**src/rtl/vid_timing_gen.sv**
```systemverilog
// Composite video timing generator: line/frame counters, line-type FSM,
// pixel addressing (x/y/vid_time/sof) and a 2-clk aligned composite DAC level.
module vid_timing_gen #(
  parameter int LINE_CLKS   = 1016,
  parameter int HSYNC_CLKS  = 75,
  parameter int ACT_START   = 170,
  parameter int PIX_DIV     = 3,
  parameter int ACT_PIX     = 226,
  parameter int FRAME_LINES = 262,
  parameter int VSYNC_LINES = 3,
  parameter int ACT_LINE0   = 16,
  parameter int ACT_LINES   = 244
) (
  input  logic       clk,
  input  logic       rst_n,
  input  logic       vid,
  output logic       vid_time,
  output logic [8:0] x,
  output logic [7:0] y,
  output logic       sof,
  output logic [1:0] comp
);

  localparam logic [1:0] ST_VSYNC  = 2'd0;
  localparam logic [1:0] ST_ACTIVE = 2'd1;
  localparam logic [1:0] ST_BLANK  = 2'd2;

  localparam logic [9:0] LINE_LAST  = 10'(LINE_CLKS - 1);
  localparam logic [9:0] HSYNC_END  = 10'(HSYNC_CLKS);
  localparam logic [9:0] BROAD_END  = 10'(LINE_CLKS - HSYNC_CLKS);
  localparam logic [9:0] ACT_H0     = 10'(ACT_START);
  localparam logic [9:0] ACT_H1     = 10'(ACT_START + ACT_PIX * PIX_DIV);
  localparam logic [8:0] FRAME_LAST = 9'(FRAME_LINES - 1);
  localparam logic [8:0] VS_END     = 9'(VSYNC_LINES);
  localparam logic [8:0] ACT_Y0     = 9'(ACT_LINE0);
  localparam logic [8:0] ACT_Y1     = 9'(ACT_LINE0 + ACT_LINES);
  localparam logic [3:0] PHASE_LAST = 4'(PIX_DIV - 1);
  localparam logic [8:0] X_LAST     = 9'(ACT_PIX - 1);

  logic [9:0] hcnt_r;
  logic [8:0] lcnt_r;
  logic [1:0] state_r;
  logic [3:0] phase_r;
  logic [8:0] x_r;
  logic [7:0] y_r;
  logic       vid_time_r;
  logic       sof_r;
  logic       sync_d1_r, sync_d2_r;
  logic       act_d1_r, act_d2_r;
  logic [1:0] comp_r;

  logic       hcnt_wrap_s;
  logic [8:0] lcnt_next_s;
  logic       sync_s;
  logic       act_s;
  logic [7:0] y_s;
  logic       phase_wrap_s;
  logic [1:0] comp_s;

  function automatic logic [1:0] line_state(input logic [8:0] l);
    if (l < VS_END) begin
      line_state = ST_VSYNC;
    end else if ((l >= ACT_Y0) && (l < ACT_Y1)) begin
      line_state = ST_ACTIVE;
    end else begin
      line_state = ST_BLANK;
    end
  endfunction

  // Counter wrap, raw sync/active window and line-relative row
  always_comb begin
    hcnt_wrap_s  = (hcnt_r == LINE_LAST);
    lcnt_next_s  = (lcnt_r == FRAME_LAST) ? 9'd0 : (lcnt_r + 9'd1);
    phase_wrap_s = (phase_r == PHASE_LAST);
    act_s        = (state_r == ST_ACTIVE) && (hcnt_r >= ACT_H0) && (hcnt_r < ACT_H1);
    case (state_r)
      ST_VSYNC:  sync_s = (hcnt_r < BROAD_END);
      ST_ACTIVE: sync_s = (hcnt_r < HSYNC_END);
      ST_BLANK:  sync_s = (hcnt_r < HSYNC_END);
      default:   sync_s = 1'b1;
    endcase
    if (state_r == ST_ACTIVE) begin
      y_s = 8'(lcnt_r - ACT_Y0);
    end else begin
      y_s = 8'd0;
    end
  end

  // Sync takes priority; white only inside the delayed active window
  always_comb begin
    if (sync_d2_r) begin
      comp_s = 2'b00;
    end else if (act_d2_r && vid) begin
      comp_s = 2'b10;
    end else begin
      comp_s = 2'b01;
    end
  end

  // Horizontal/line counters; line type is re-evaluated only when lcnt advances
  always_ff @(posedge clk) begin
    if (!rst_n) begin
      hcnt_r  <= 10'd0;
      lcnt_r  <= 9'd0;
      state_r <= ST_VSYNC;
    end else if (hcnt_wrap_s) begin
      hcnt_r  <= 10'd0;
      lcnt_r  <= lcnt_next_s;
      state_r <= line_state(lcnt_next_s);
    end else begin
      hcnt_r  <= hcnt_r + 10'd1;
    end
  end

  // Registered pixel address outputs; vid_time_r doubles as "window already open"
  always_ff @(posedge clk) begin
    if (!rst_n) begin
      vid_time_r <= 1'b0;
      x_r        <= 9'd0;
      y_r        <= 8'd0;
      sof_r      <= 1'b0;
      phase_r    <= 4'd0;
    end else begin
      vid_time_r <= act_s;
      y_r        <= y_s;
      sof_r      <= act_s && !vid_time_r && (y_s == 8'd0);
      if (act_s && vid_time_r) begin
        phase_r <= phase_wrap_s ? 4'd0 : (phase_r + 4'd1);
        x_r     <= (phase_wrap_s && (x_r != X_LAST)) ? (x_r + 9'd1) : x_r;
      end else begin
        phase_r <= 4'd0;
        x_r     <= 9'd0;
      end
    end
  end

  // Two-stage delay of sync/window so the DAC level lines up with vid
  always_ff @(posedge clk) begin
    if (!rst_n) begin
      sync_d1_r <= 1'b0;
      sync_d2_r <= 1'b0;
      act_d1_r  <= 1'b0;
      act_d2_r  <= 1'b0;
      comp_r    <= 2'b01;
    end else begin
      sync_d1_r <= sync_s;
      sync_d2_r <= sync_d1_r;
      act_d1_r  <= act_s;
      act_d2_r  <= act_d1_r;
      comp_r    <= comp_s;
    end
  end

  assign vid_time = vid_time_r;
  assign x        = x_r;
  assign y        = y_r;
  assign sof      = sof_r;
  assign comp     = comp_r;

endmodule

```
**config.mk**
```make
export PLATFORM = sky130hd
export DESIGN_NAME = vid_timing_gen
export DESIGN_NICKNAME = d
export VERILOG_FILES = /design/src/rtl/vid_timing_gen.sv
export SDC_FILE = /design/constraint.sdc
export NUM_CORES = 1
export LEC_CHECK = 0
export ABC_CLOCK_PERIOD_IN_PS = 2500
export BUFFER_PORTS_ARGS = -buffer_cell sky130_fd_sc_hd__buf_2
export CORE_UTILIZATION = 58
export DETAILED_ROUTE_END_ITERATION = 12
export HOLD_SLACK_MARGIN = 0.15
export PLACE_DENSITY = 0.86
export SLEW_MARGIN = 20
export SYNTH_ARGS = -nofsm -noshare
export SYNTH_HDL_FRONTEND = slang
export SYNTH_SLANG_ARGS = --single-unit
```
**constraint.sdc**
```tcl
create_clock -name clk -period 2.5 [get_ports clk]
set_input_delay 0.75 -clock clk [delete_from_list [all_inputs] [get_ports clk]]
set_output_delay 0.75 -clock clk [all_outputs]
set_load 0.05 [all_outputs]
```
==> results of run 1 <==
cells in the final DEF (no fill, tap or decap), drive strengths merged, types with 2 or more instances in the layout:
| cell type | synthesis | routed |
|---|---|---|
| a2111oi | 2 | 2 |
| a21oi | 3 | 3 |
| a31oi | 4 | 4 |
| and2 | 5 | 5 |
| and3 | 7 | 7 |
| and3b | 2 | 2 |
| buf | 9 | 28 |
| clkbuf | 2 | 6 |
| dfxtp | 49 | 49 |
| ha | 15 | 15 |
| inv | 14 | 14 |
| nand2 | 21 | 21 |
| nand3 | 13 | 13 |
| nand4 | 7 | 7 |
| nor2 | 33 | 33 |
| nor2b | 2 | 2 |
| nor3 | 10 | 10 |
| nor4 | 2 | 2 |
| o211ai | 2 | 2 |
| o21ai | 15 | 15 |
| o22ai | 2 | 2 |
| o31ai | 2 | 2 |
| or3 | 2 | 2 |
| xnor2 | 12 | 12 |
| xor2 | 13 | 13 |
state kept, by name, summed over array words and instances (netlist names):
name / cells
act_d1_r: 1
act_d2_r: 1
comp: 2
hcnt_r: 10
lcnt_r: 9
phase_r: 4
sof: 1
state_r: 2
sync_d1_r: 1
sync_d2_r: 1
x: 9
y: 8
power groups by stage:
stage	registers [mW]	clock network, mW	logic, mW
global route	0.795	0.630	0.0302
global placement	0.811	0	0.0261
floorplan	0.811	0	0.0184
detailed placement	0.812	0	0.0272
finish	0.793	0.582	0.0273
CTS	0.793	0.591	0.0273
what timing repair did:
item	in CTS	in global routing
setup endpoints to repair	0	1
gates resized for setup	0	1
hold buffers	0	0
critical path: cells and delay by family, from the launching register on:
family | cells | cell delay [ps]
xor gates and xnor gates | 1 | 220
DFF | 1 | 540
and+or+nand+nor | 3 | 850
AOI/OAI and AO/OA | 2 | 210
adders and majority gates | 1 | 310
layout make-up:
type / instances / area (um2) / area share (%)
clock inverters: 2 / 37.5 / 1.45
multi-input cells: 187 / 1230 / 47.3
well taps: 48 / 60.1 / 2.32
flip-flops and latches: 49 / 981 / 37.8
repair buffers: 28 / 153 / 5.89
clock buffers: 6 / 82.6 / 3.19
inverters: 14 / 52.6 / 2.03
synth_stat cells, types with 3 or more instances:
cell	n
sky130_fd_sc_hd__inv_1	14
sky130_fd_sc_hd__dfxtp_1	49
sky130_fd_sc_hd__nand2_1	21
sky130_fd_sc_hd__xor2_1	13
sky130_fd_sc_hd__ha_1	15
sky130_fd_sc_hd__nand3_1	13
sky130_fd_sc_hd__and3_1	7
sky130_fd_sc_hd__a21oi_1	3
sky130_fd_sc_hd__o21ai_1	5
sky130_fd_sc_hd__o21ai_0	10
sky130_fd_sc_hd__a31oi_1	4
sky130_fd_sc_hd__and2_1	4
sky130_fd_sc_hd__xnor2_1	12
sky130_fd_sc_hd__nor3_1	10
sky130_fd_sc_hd__nand4_1	7
sky130_fd_sc_hd__nor2_1	33
sky130_fd_sc_hd__buf_2	7
stage by stage:
step                total power [mW]  cell area (um2)  hold slack, ps  utilization (%)  std cells
floorplan                      0.829             2310             412                -        261
global placement               0.837             2460             415             65.8        326
detailed placement             0.839             2460             419             65.8        326
CTS                             1.41             2580             445             69.1        334
global route                    1.45             2590             475             69.3        334
finish                          1.40             2590             446             69.3        334
per-layer routing:
layer | wire length, um | vias to the layer above
met4 | 50 | 0
met3 | 230 | 6
met5 | 0 | -
li1 | - | 940
met2 | 1950 | 57
met1 | 2080 | 809
final timing paths:
path / startpoint / endpoint / slack, ps / cells after the start
hold / removal: sync_d1_r / sync_d2_r / 450 / 1
setup / recovery: lcnt_r[0] / state_r[0] / 250 / 7
setup reg to reg: lcnt_r[0] / state_r[0] / 250 / 7
hold reg to reg: sync_d1_r / sync_d2_r / 450 / 1
cells by family after synthesis:
family | synth area share (%)
and+or+nand+nor | 23.4
DFF | 42.4
AOI/OAI and AO/OA | 11.7
xor gates and xnor gates | 9.46
buffers and inverters | 4.92
adders and majority gates | 8.11
==> impl_summary.txt, run 1 <==
----------------------------------------------------
[Setup path]
  Data arrival at the endpoint of the critical path ... 2420 ps
  Worst-path cell with the longest stage delay ... sky130_fd_sc_hd__dfxtp_1
  Kind of end point of the critical path ... flop
  List of cells traversed by the critical path ... ha_1 -> and3_1 -> nand4_1 -> xor2_2 -> or3_1 -> o211ai_2 -> o32ai_2
  Category of the critical setup timing path ... flop to flop
  Type of element launching the critical path ... flop
  Required time at the endpoint of the critical path ... 2670 ps
  Largest stage delay on the critical path ... 540 ps
  Max FO, Critical Path ... 11

[CTS]
  Clk Tree Root Cell ... sky130_fd_sc_hd__clkbuf_8
  Clock Pin Slew Worst Setup and Hold Paths ... 90 ps
  Clock tree sinks ... 49
  TritonCTS Buffers ... 5
  Maximum clock path buffer count ... 2
  Post-CTS Setup Inserts ... 0
  Worst-skew pair later-pin latency ... 290 ps
  CTS tree ... yes
  H-tree levels ... 2

[Synth]
  Biggest area consumer among synthesized cells ... sky130_fd_sc_hd__dfxtp_1
  Number of distinct library cells after synthesis ... 46
  Sequential-to-total area share from yosys stat ... 42.4%
  Portion of synthesized cell area occupied by the leading cell type ... 42.4%
  Total of warnings raised by yosys ... 0
  Synthesized area per cell ... 8.86 um2
  Proportion of synthesized flip-flops having asynchronous set or reset ... 0%
  Synthesized netlist net count ... 279
  Number of enable-type register cells in the synthesized netlist ... 0
  Register bit count reported by yosys ... 49
  Mapped Cells ... 261
  Post-synth top flop ... sky130_fd_sc_hd__dfxtp_1
  Cell area after synthesis ... 2310 um2
  Top cells by area in the synthesized netlist ... sky130_fd_sc_hd__dfxtp_1 (42%), sky130_fd_sc_hd__ha_1 (8.1%), sky130_fd_sc_hd__nor2_1 (5.4%)

[GRT]
  Number of global-route vias before repair ... 1748
  First-pass GRT wire length ... 7.82 mm
  Met2 track demand over resource ... 38.3%
  Met1 usage in global routing ... 30.6%
  Global routing usage on met3 ... 6.08%
  Initial antenna violation count ... 0
  Remaining Overflow, GRT ... 0
  Maximum number of pins on one net before global-route repair ... 16
  GRT busiest layer ... met2
  Total routing resource utilization after global routing ... 23.7%

[Timing]
  Transition time at the pin with the least slew margin ... 437 ps
  Least setup slack across all paths after layout ... 251 ps
  RSZ-0062 raised after global routing ... false
  Finish-stage setup viols ... 0
  Final Hold Fails ... 0
  Final worst path period need ... 2250 ps
  Largest clock skew in the final design ... 9.28 ps
  Fmax achieved ... 445 MHz
  Setup TNS ... 0 ps
  Final period utilization ... 89.9%
  Number of slew-limit violations in the final report ... 0
  Worst slew margin relative to its limit ... 70.7%

[Drt]
  Number of DRC markers in iteration 0 ... 159
  Via density ... 5.43
  DRT antenna net count ... 0
  First-pass iteration count of the detailed router ... 4
  Residual DRC ... 0
  Via count ... 1812
  Detailed-route wire length per cell ... 12.9 um
  Total Routed Length ... 4.32 mm

[Die]
  Die outline height ... 65.2 um
  Starting Density ... 61.8%
  Die Outline Area ... 4250 um2
  I/O pin count ... 24
  Area of the core ... 3740 um2
  Cell Rows ... 22
  Die width ... 65.2 um

[Power]
  Share of power burned in registers ... 56.6%
  P_leak ... 1.04 nW
  Worst voltage drop across the vdd grid ... 0.000358 V
  Combinational share of power ... 1.9%
  Switching share of power ... 20.0%
  Switch Pwr ... 0.281 mW
  Power density of the placed cells ... 541 nW/um2
  Part of the total power dissipated in the clock network ... 41.5%
  Internal power contribution ... 1.12 mW

[Placed design]
  Number of input and output port buffers inserted ... 23
  Post-Place Setup Slack ... 264 ps
  Final weighted congestion of routability-driven global placement ... 0.937
  Half-perimeter wire length of the detailed placement result ... 3.09 mm

[Finish]
  Fill cells ... 298
  Count of inserted antenna diode cells ... 0
  Final-stage net count ... 303
  Area growth from synthesis to layout ... 12.1%
  Fraction of layout cells with a size suffix above 1 ... 15.0%

[Worst hold path]
  Worst min path class ... flop to flop

[Flow run]
  Max capacitance violation total ... 0

[Outcome]
  Result of the run ... complete, no violations

----------------------------------------------------
No activity file was read; power rests on OpenSTA's default activity.
==> run 2: changes to the inputs <==
- CAP_MARGIN: default -> 30
- CORE_MARGIN: default -> 5
==> impl_summary.txt, run 2 (synthesis gave the netlist of run 1 again) <==
----------------------------------------------------
[Drt]
  Via count ... 1825 (+0.72%)
  Residual DRC ... 0 (unchanged)
  DRT antenna net count ... 0 (unchanged)
  Detailed-route wire length per cell ... 12.3 um (-4.8%)
  First-pass iteration count of the detailed router ... 5 (+1)
  Total Routed Length ... 4.12 mm (-4.5%)
  Via density ... 5.45 (+0.42%)
  Number of DRC markers in iteration 0 ... 121 (-24%)

[Placed design]
  Final weighted congestion of routability-driven global placement ... 0.887 (-5.3%)
  Number of input and output port buffers inserted ... 23 (unchanged)
  Post-Place Setup Slack ... 275 ps (+11.3 ps)
  Half-perimeter wire length of the detailed placement result ... 2.99 mm (-3.2%)

[GRT]
  Maximum number of pins on one net before global-route repair ... 16 (unchanged)
  First-pass GRT wire length ... 7.22 mm (-7.6%)
  Total routing resource utilization after global routing ... 17.2% (-6.5 points)
  Number of global-route vias before repair ... 1713 (-2.0%)
  Remaining Overflow, GRT ... 0 (unchanged)
  Initial antenna violation count ... 0 (unchanged)

[Die]
  Die outline height ... 73.2 um (+12%)
  Starting Density ... 58.7% (-3.1 points)
  Cell Rows ... 23 (+4.5%)
  Die Outline Area ... 5350 um2 (+26%)
  Die width ... 73.2 um (+12%)
  Area of the core ... 3940 um2 (+5.3%)
  I/O pin count ... 24 (unchanged)

[Timing]
  Number of slew-limit violations in the final report ... 0 (unchanged)
  Setup TNS ... 0 ps (unchanged)
  RSZ-0062 raised after global routing ... false
  Final period utilization ... 90.8% (+0.88 points)
  Largest clock skew in the final design ... 10.9 ps (+1.65 ps)
  Finish-stage setup viols ... 0 (unchanged)
  Fmax achieved ... 440 MHz (-0.97%)
  Final worst path period need ... 2270 ps (+22.0 ps)
  Final Hold Fails ... 0 (unchanged)
  Worst slew margin relative to its limit ... 69.8% (-0.88 points)
  Transition time at the pin with the least slew margin ... 452 ps (+15.5 ps)
  Least setup slack across all paths after layout ... 229 ps (-22.0 ps)
  Worst hold slack across all endpoints ... 448 ps (+1.66 ps)

[Power]
  Pwr Total ... 1.27 mW (-9.2%)
  P_leak ... 1.01 nW (-2.6%)
  Worst voltage drop across the vdd grid ... 0.000338 V (-5.7%)
  Power density of the placed cells ... 500 nW/um2 (-7.6%)

[CTS]
  Clk Tree Root Cell ... sky130_fd_sc_hd__clkbuf_8
  CTS tree ... yes
  Quantity of gates resized following cts ... 0 (unchanged)
  TritonCTS Buffers ... 5 (unchanged)
  H-tree levels ... 2 (unchanged)
  Worst-skew pair later-pin latency ... 300 ps (about the same)
  Clock Pin Slew Worst Setup and Hold Paths ... 90 ps (about the same)
  Clock tree sinks ... 49 (unchanged)
  Maximum clock path buffer count ... 2 (unchanged)
  Post-CTS Setup Inserts ... 0 (unchanged)
  Number of buffers inserted for hold repair after clock tree synthesis ... 0 (unchanged)

[Finish]
  Area growth from synthesis to layout ... 10.1%
  Fill cells ... 333 (+12%)
  Fraction of layout cells with a size suffix above 1 ... 14.0% (-1.0 points)
  Count of inserted antenna diode cells ... 0 (unchanged)
  Flip-flop count of the largest register after layout ... 10 (unchanged)
  Final-stage net count ... 302 (-0.33%)
  Commonest non-fill, non-tap cells in the layout ... sky130_fd_sc_hd__dfxtp_1 (49), sky130_fd_sc_hd__nor2_1 (33), sky130_fd_sc_hd__buf_2 (23)
  Most common library cell in the layout ignoring fill and taps ... sky130_fd_sc_hd__dfxtp_1
  Register with the most flip-flops ... hcnt_r

[Setup path]
  Category of the critical setup timing path ... flop to flop
  Required time at the endpoint of the critical path ... 2700 ps (+30 ps)
  Kind of end point of the critical path ... flop
  Data arrival at the endpoint of the critical path ... 2470 ps (+50 ps)
  Type of element launching the critical path ... flop
  Max FO, Critical Path ... 11 (unchanged)

[Worst hold path]
  Worst min path class ... flop to flop

[Flow run]
  Max capacitance violation total ... 0 (unchanged)

[Outcome]
  Result of the run ... complete, no violations

----------------------------------------------------
==> run 2: final timing paths <==
check / startpoint / to / slack, ps / cells after the start
worst max-delay path: lcnt_r[0] / state_r[1] / 230 / 7
worst min-delay path: sync_d2_r / comp[0] / 450 / 1
worst max register to register: lcnt_r[0] / state_r[1] / 230 / 7
worst min register to register: sync_d2_r / comp[0] / 450 / 1
==> run 2: metrics by stage <==
stage / utilization (%) / area (um2) / instances
3_5_place_dp: 62.4 / 2460 / 327
2_1_floorplan: - / 2310 / 261
4_1_cts: 64.6 / 2550 / 335
3_3_place_gp: 62.4 / 2460 / 327
5_1_grt: 64.6 / 2550 / 335
6_report: 64.6 / 2550 / 335
==> run 2: worst max-delay path, stage by stage (launching register included) <==
cell and delay (ps):
sky130_fd_sc_hd__dfxtp_1 520, sky130_fd_sc_hd__ha_1 310, sky130_fd_sc_hd__and3_1 290, sky130_fd_sc_hd__nand4_1 190
sky130_fd_sc_hd__xor2_1 320, sky130_fd_sc_hd__o2111a_1 280, sky130_fd_sc_hd__nor2_1 60, sky130_fd_sc_hd__a22o_1 200
==> run 2: final cells by class <==
cell class / instances / area (um2) / area share (%)
Tap cell: 50 / 62.6 / 2.46
Inverter: 14 / 52.6 / 2.06
Multi-Input combinational cell: 187 / 1220 / 47.8
Timing Repair Buffer: 27 / 145 / 5.70
Clock inverter: 2 / 15.0 / 0.589
Clock buffer: 6 / 72.6 / 2.85
Sequential cell: 49 / 981 / 38.5
==> run 2: report_power, final <==
group | internal [mW] | switching, mW | total, mW
sequential | 0.786 | 0.00692 | 0.793
combinational | 0.00976 | 0.0172 | 0.0270
clock | 0.197 | 0.256 | 0.454
total | 0.993 | 0.280 | 1.27
==> run 2: metal layers <==
| metal | share of wire, % | up-vias | GRT usage (%) |
|---|---|---|---|
| met3 | 5.3 | 5 | 5.51 |
| met2 | 45 | 35 | 27.2 |
| li1 | - | 945 | - |
| met5 | 0 | - | 0 |
| met1 | 48 | 840 | 21.8 |
| met4 | 1.3 | 0 | 6.56 |
==> run 3: changes to the inputs <==
--- a/config.mk
+++ b/config.mk
@@ -13,5 +13,5 @@
 export DETAILED_ROUTE_END_ITERATION = 12
 export HOLD_SLACK_MARGIN = 0.15
-export PLACE_DENSITY = 0.86
+export PLACE_DENSITY_LB_ADDON = 0.12
 export SLEW_MARGIN = 20
 export SYNTH_ARGS = -nofsm -noshare
==> constraint.sdc (replaced) <==
create_clock -name clk -period 2.5 [get_ports clk]
set_input_delay 0.75 -clock clk [delete_from_list [all_inputs] [get_ports clk]]
set_output_delay 0.75 -clock clk [all_outputs]
set_load 0.02 [all_outputs]
==> impl_summary.txt, run 3 (synthesis gave the netlist of run 1 again) <==
----------------------------------------------------
[Timing]
  Setup TNS ... 0 ps (unchanged)
  Final period utilization ... 89.9% (-0.93 points)
  Finish-stage setup viols ... 0 (unchanged)
  Final Hold Fails ... 0 (unchanged)
  Largest clock skew in the final design ... 5.67 ps (-5.26 ps)
  RSZ-0062 raised after global routing ... false
  Transition time at the pin with the least slew margin ... 450 ps (-1.94 ps)
  Final worst path period need ... 2250 ps (-23.1 ps)
  Least setup slack across all paths after layout ... 253 ps (+23.1 ps)
  Worst slew margin relative to its limit ... 69.8% (about the same)
  Number of slew-limit violations in the final report ... 0 (unchanged)
  Fmax achieved ... 445 MHz (+1.0%)

[Die]
  Die outline height ... 73.2 um (unchanged)
  Die Outline Area ... 5350 um2 (unchanged)
  Cell Rows ... 23 (unchanged)
  Area of the core ... 3940 um2 (unchanged)
  Die width ... 73.2 um (unchanged)
  Starting Density ... 58.7% (unchanged)
  I/O pin count ... 24 (unchanged)

[Finish]
  Final core utilization ... 65.2% (+0.60 points)
  Count of inserted antenna diode cells ... 0 (unchanged)
  Final standard cell area without fillers ... 2570 um2 (+0.93%)
  Fraction of layout cells with a size suffix above 1 ... 14.4% (+0.35 points)
  Flip-flop count of the largest register after layout ... 10 (unchanged)
  Commonest non-fill, non-tap cells in the layout ... sky130_fd_sc_hd__dfxtp_1 (49), sky130_fd_sc_hd__nor2_1 (33), sky130_fd_sc_hd__buf_2 (23)
  Most common library cell in the layout ignoring fill and taps ... sky130_fd_sc_hd__dfxtp_1
  Area growth from synthesis to layout ... 11.1%
  Register with the most flip-flops ... hcnt_r
  Final-stage net count ... 303 (+0.33%)

[Worst hold path]
  Worst min path class ... flop to flop

[Drt]
  DRT antenna net count ... 0 (unchanged)
  Sum of met3 wire segment lengths after detailed routing ... 234 um (+6.8%)
  Via count ... 1795 (-1.6%)
  Total Routed Length ... 4.26 mm (+3.3%)
  Via density ... 5.36 (-1.6%)
  Highest routed metal layer ... met4
  Number of DRC markers in iteration 0 ... 85 (-30%)
  Wire length on met2 ... 1.89 mm (+1.7%)
  First-pass iteration count of the detailed router ... 4 (-1)
  Detailed-route wire length per cell ... 12.7 um (+3.3%)
  Post-route met1 wirelength ... 2.07 mm (+4.2%)
  Residual DRC ... 0 (unchanged)

[Setup path]
  Type of element launching the critical path ... flop
  Data arrival at the endpoint of the critical path ... 2450 ps (-20 ps)
  Reg2Reg Setup Slack ... 250 ps (+20 ps)
  R2r startpoint ... lcnt_r[0]
  Kind of end point of the critical path ... flop
  Stages on worst setup path ... 7 (unchanged)
  List of cells traversed by the critical path ... ha_1 -> and3_1 -> nand4_1 -> xor2_1 -> o2111a_1 -> nor2_1 -> a22o_1
  Capturing instance or port of the critical path ... state_r[1]
  Worst-path cell with the longest stage delay ... sky130_fd_sc_hd__dfxtp_1
  Number of buffer and inverter instances along the worst setup path ... 0 (unchanged)
  Gate family responsible for the most delay along the worst path ... simple AND/OR/NAND/NOR gates
  Reg-to-Reg End ... state_r[1]
  Category of the critical setup timing path ... flop to flop
  Required time at the endpoint of the critical path ... 2700 ps (about the same)
  Worst Reg-to-Reg Cells ... 7 (unchanged)
  Max FO, Critical Path ... 11 (unchanged)
  Worst setup startpoint ... lcnt_r[0]
  Largest stage delay on the critical path ... 510 ps (about the same)

[CTS]
  Worst-skew pair later-pin latency ... 300 ps (about the same)
  TritonCTS Buffers ... 5 (unchanged)
  Post-CTS Setup Inserts ... 0 (unchanged)
  Maximum clock path buffer count ... 2 (unchanged)
  Number of buffers inserted for hold repair after clock tree synthesis ... 0 (unchanged)
  H-tree levels ... 2 (unchanged)
  Clk Tree Root Cell ... sky130_fd_sc_hd__clkbuf_8
  CTS tree ... yes
  Clock tree sinks ... 49 (unchanged)
  Quantity of gates resized following cts ... 0 (unchanged)
  Clock Pin Slew Worst Setup and Hold Paths ... 90 ps (about the same)

[Outcome]
  Result of the run ... complete, no violations

[GRT]
  Number of global-route vias before repair ... 1573 (-8.2%)
  Initial antenna violation count ... 0 (unchanged)
  First-pass GRT wire length ... 7.29 mm (+0.86%)
  Maximum number of pins on one net before global-route repair ... 16 (unchanged)
  Remaining Overflow, GRT ... 0 (unchanged)
  Total routing resource utilization after global routing ... 17.2% (+0.038 points)

[Placed design]
  Number of input and output port buffers inserted ... 23 (unchanged)
  Final weighted congestion of routability-driven global placement ... 0.880 (-0.79%)
  Post-Place Setup Slack ... 300 ps (+24.6 ps)
  Cell area after placement ... 2470 um2 (+0.31%)
  Half-perimeter wire length of the detailed placement result ... 3.12 mm (+4.3%)

[Power]
  Pwr Total ... 1.36 mW (+6.7%)
  P_leak ... 1.03 nW (+2.2%)
  Worst voltage drop across the vdd grid ... 0.000291 V (-14%)
  Power density of the placed cells ... 529 nW/um2 (+5.7%)

[Flow run]
  Max capacitance violation total ... 0 (unchanged)

----------------------------------------------------
## run 3: cell count changes in the layout (fill, tap and decap cells not counted), sizes merged
| cell | before | now |
|---|---|---|
| clkbuf | 6 | 5 |
| bufinv | 0 | 1 |
| clkinvlp | 2 | 0 |
| clkinv | 0 | 1 |
| buf | 27 | 28 |
## run 3: cell type report
type                    count  area [um2]
repair buffers             28         153
multi-input cells         187        1220
clock buffers               5        68.8
well taps                  50        62.6
inverters                  14        52.6
flip-flops and latches     49         981
fillers                   332        1370
clock inverters             2        35.0
## run 3: metal layers
metal / vias to the layer above / GRT usage, %
li1: 940 / -
met4: 0 / 5.53
met1: 815 / 24.2
met2: 34 / 26.0
met3: 6 / 4.13
met5: - / 0
## run 3: per-stage QoR
step	hold slack (ps)	std cells
finish	440	335
global placement	421	328
global route	455	335
detailed placement	426	328
floorplan	412	261
CTS	444	335
## run 3: power breakdown
part           leakage [nW]  switching, mW  total (mW)  internal (mW)
clock network        0.0540          0.250       0.541          0.291
logic                 0.584         0.0153      0.0250        0.00973
registers             0.396        0.00716       0.793          0.786
total                  1.03          0.272        1.36           1.09
## run 3: worst min-delay path by stage
stage	endpoint	slack [ps]	depth (start not counted)	start
floorplan	sync_d2_r	410	1	sync_d1_r
global placement	sync_d2_r	420	1	sync_d1_r
detailed placement	sync_d2_r	430	1	sync_d1_r
CTS	sync_d2_r	440	1	sync_d1_r
global route	sync_d2_r	460	1	sync_d1_r
finish	sync_d2_r	440	1	sync_d1_r
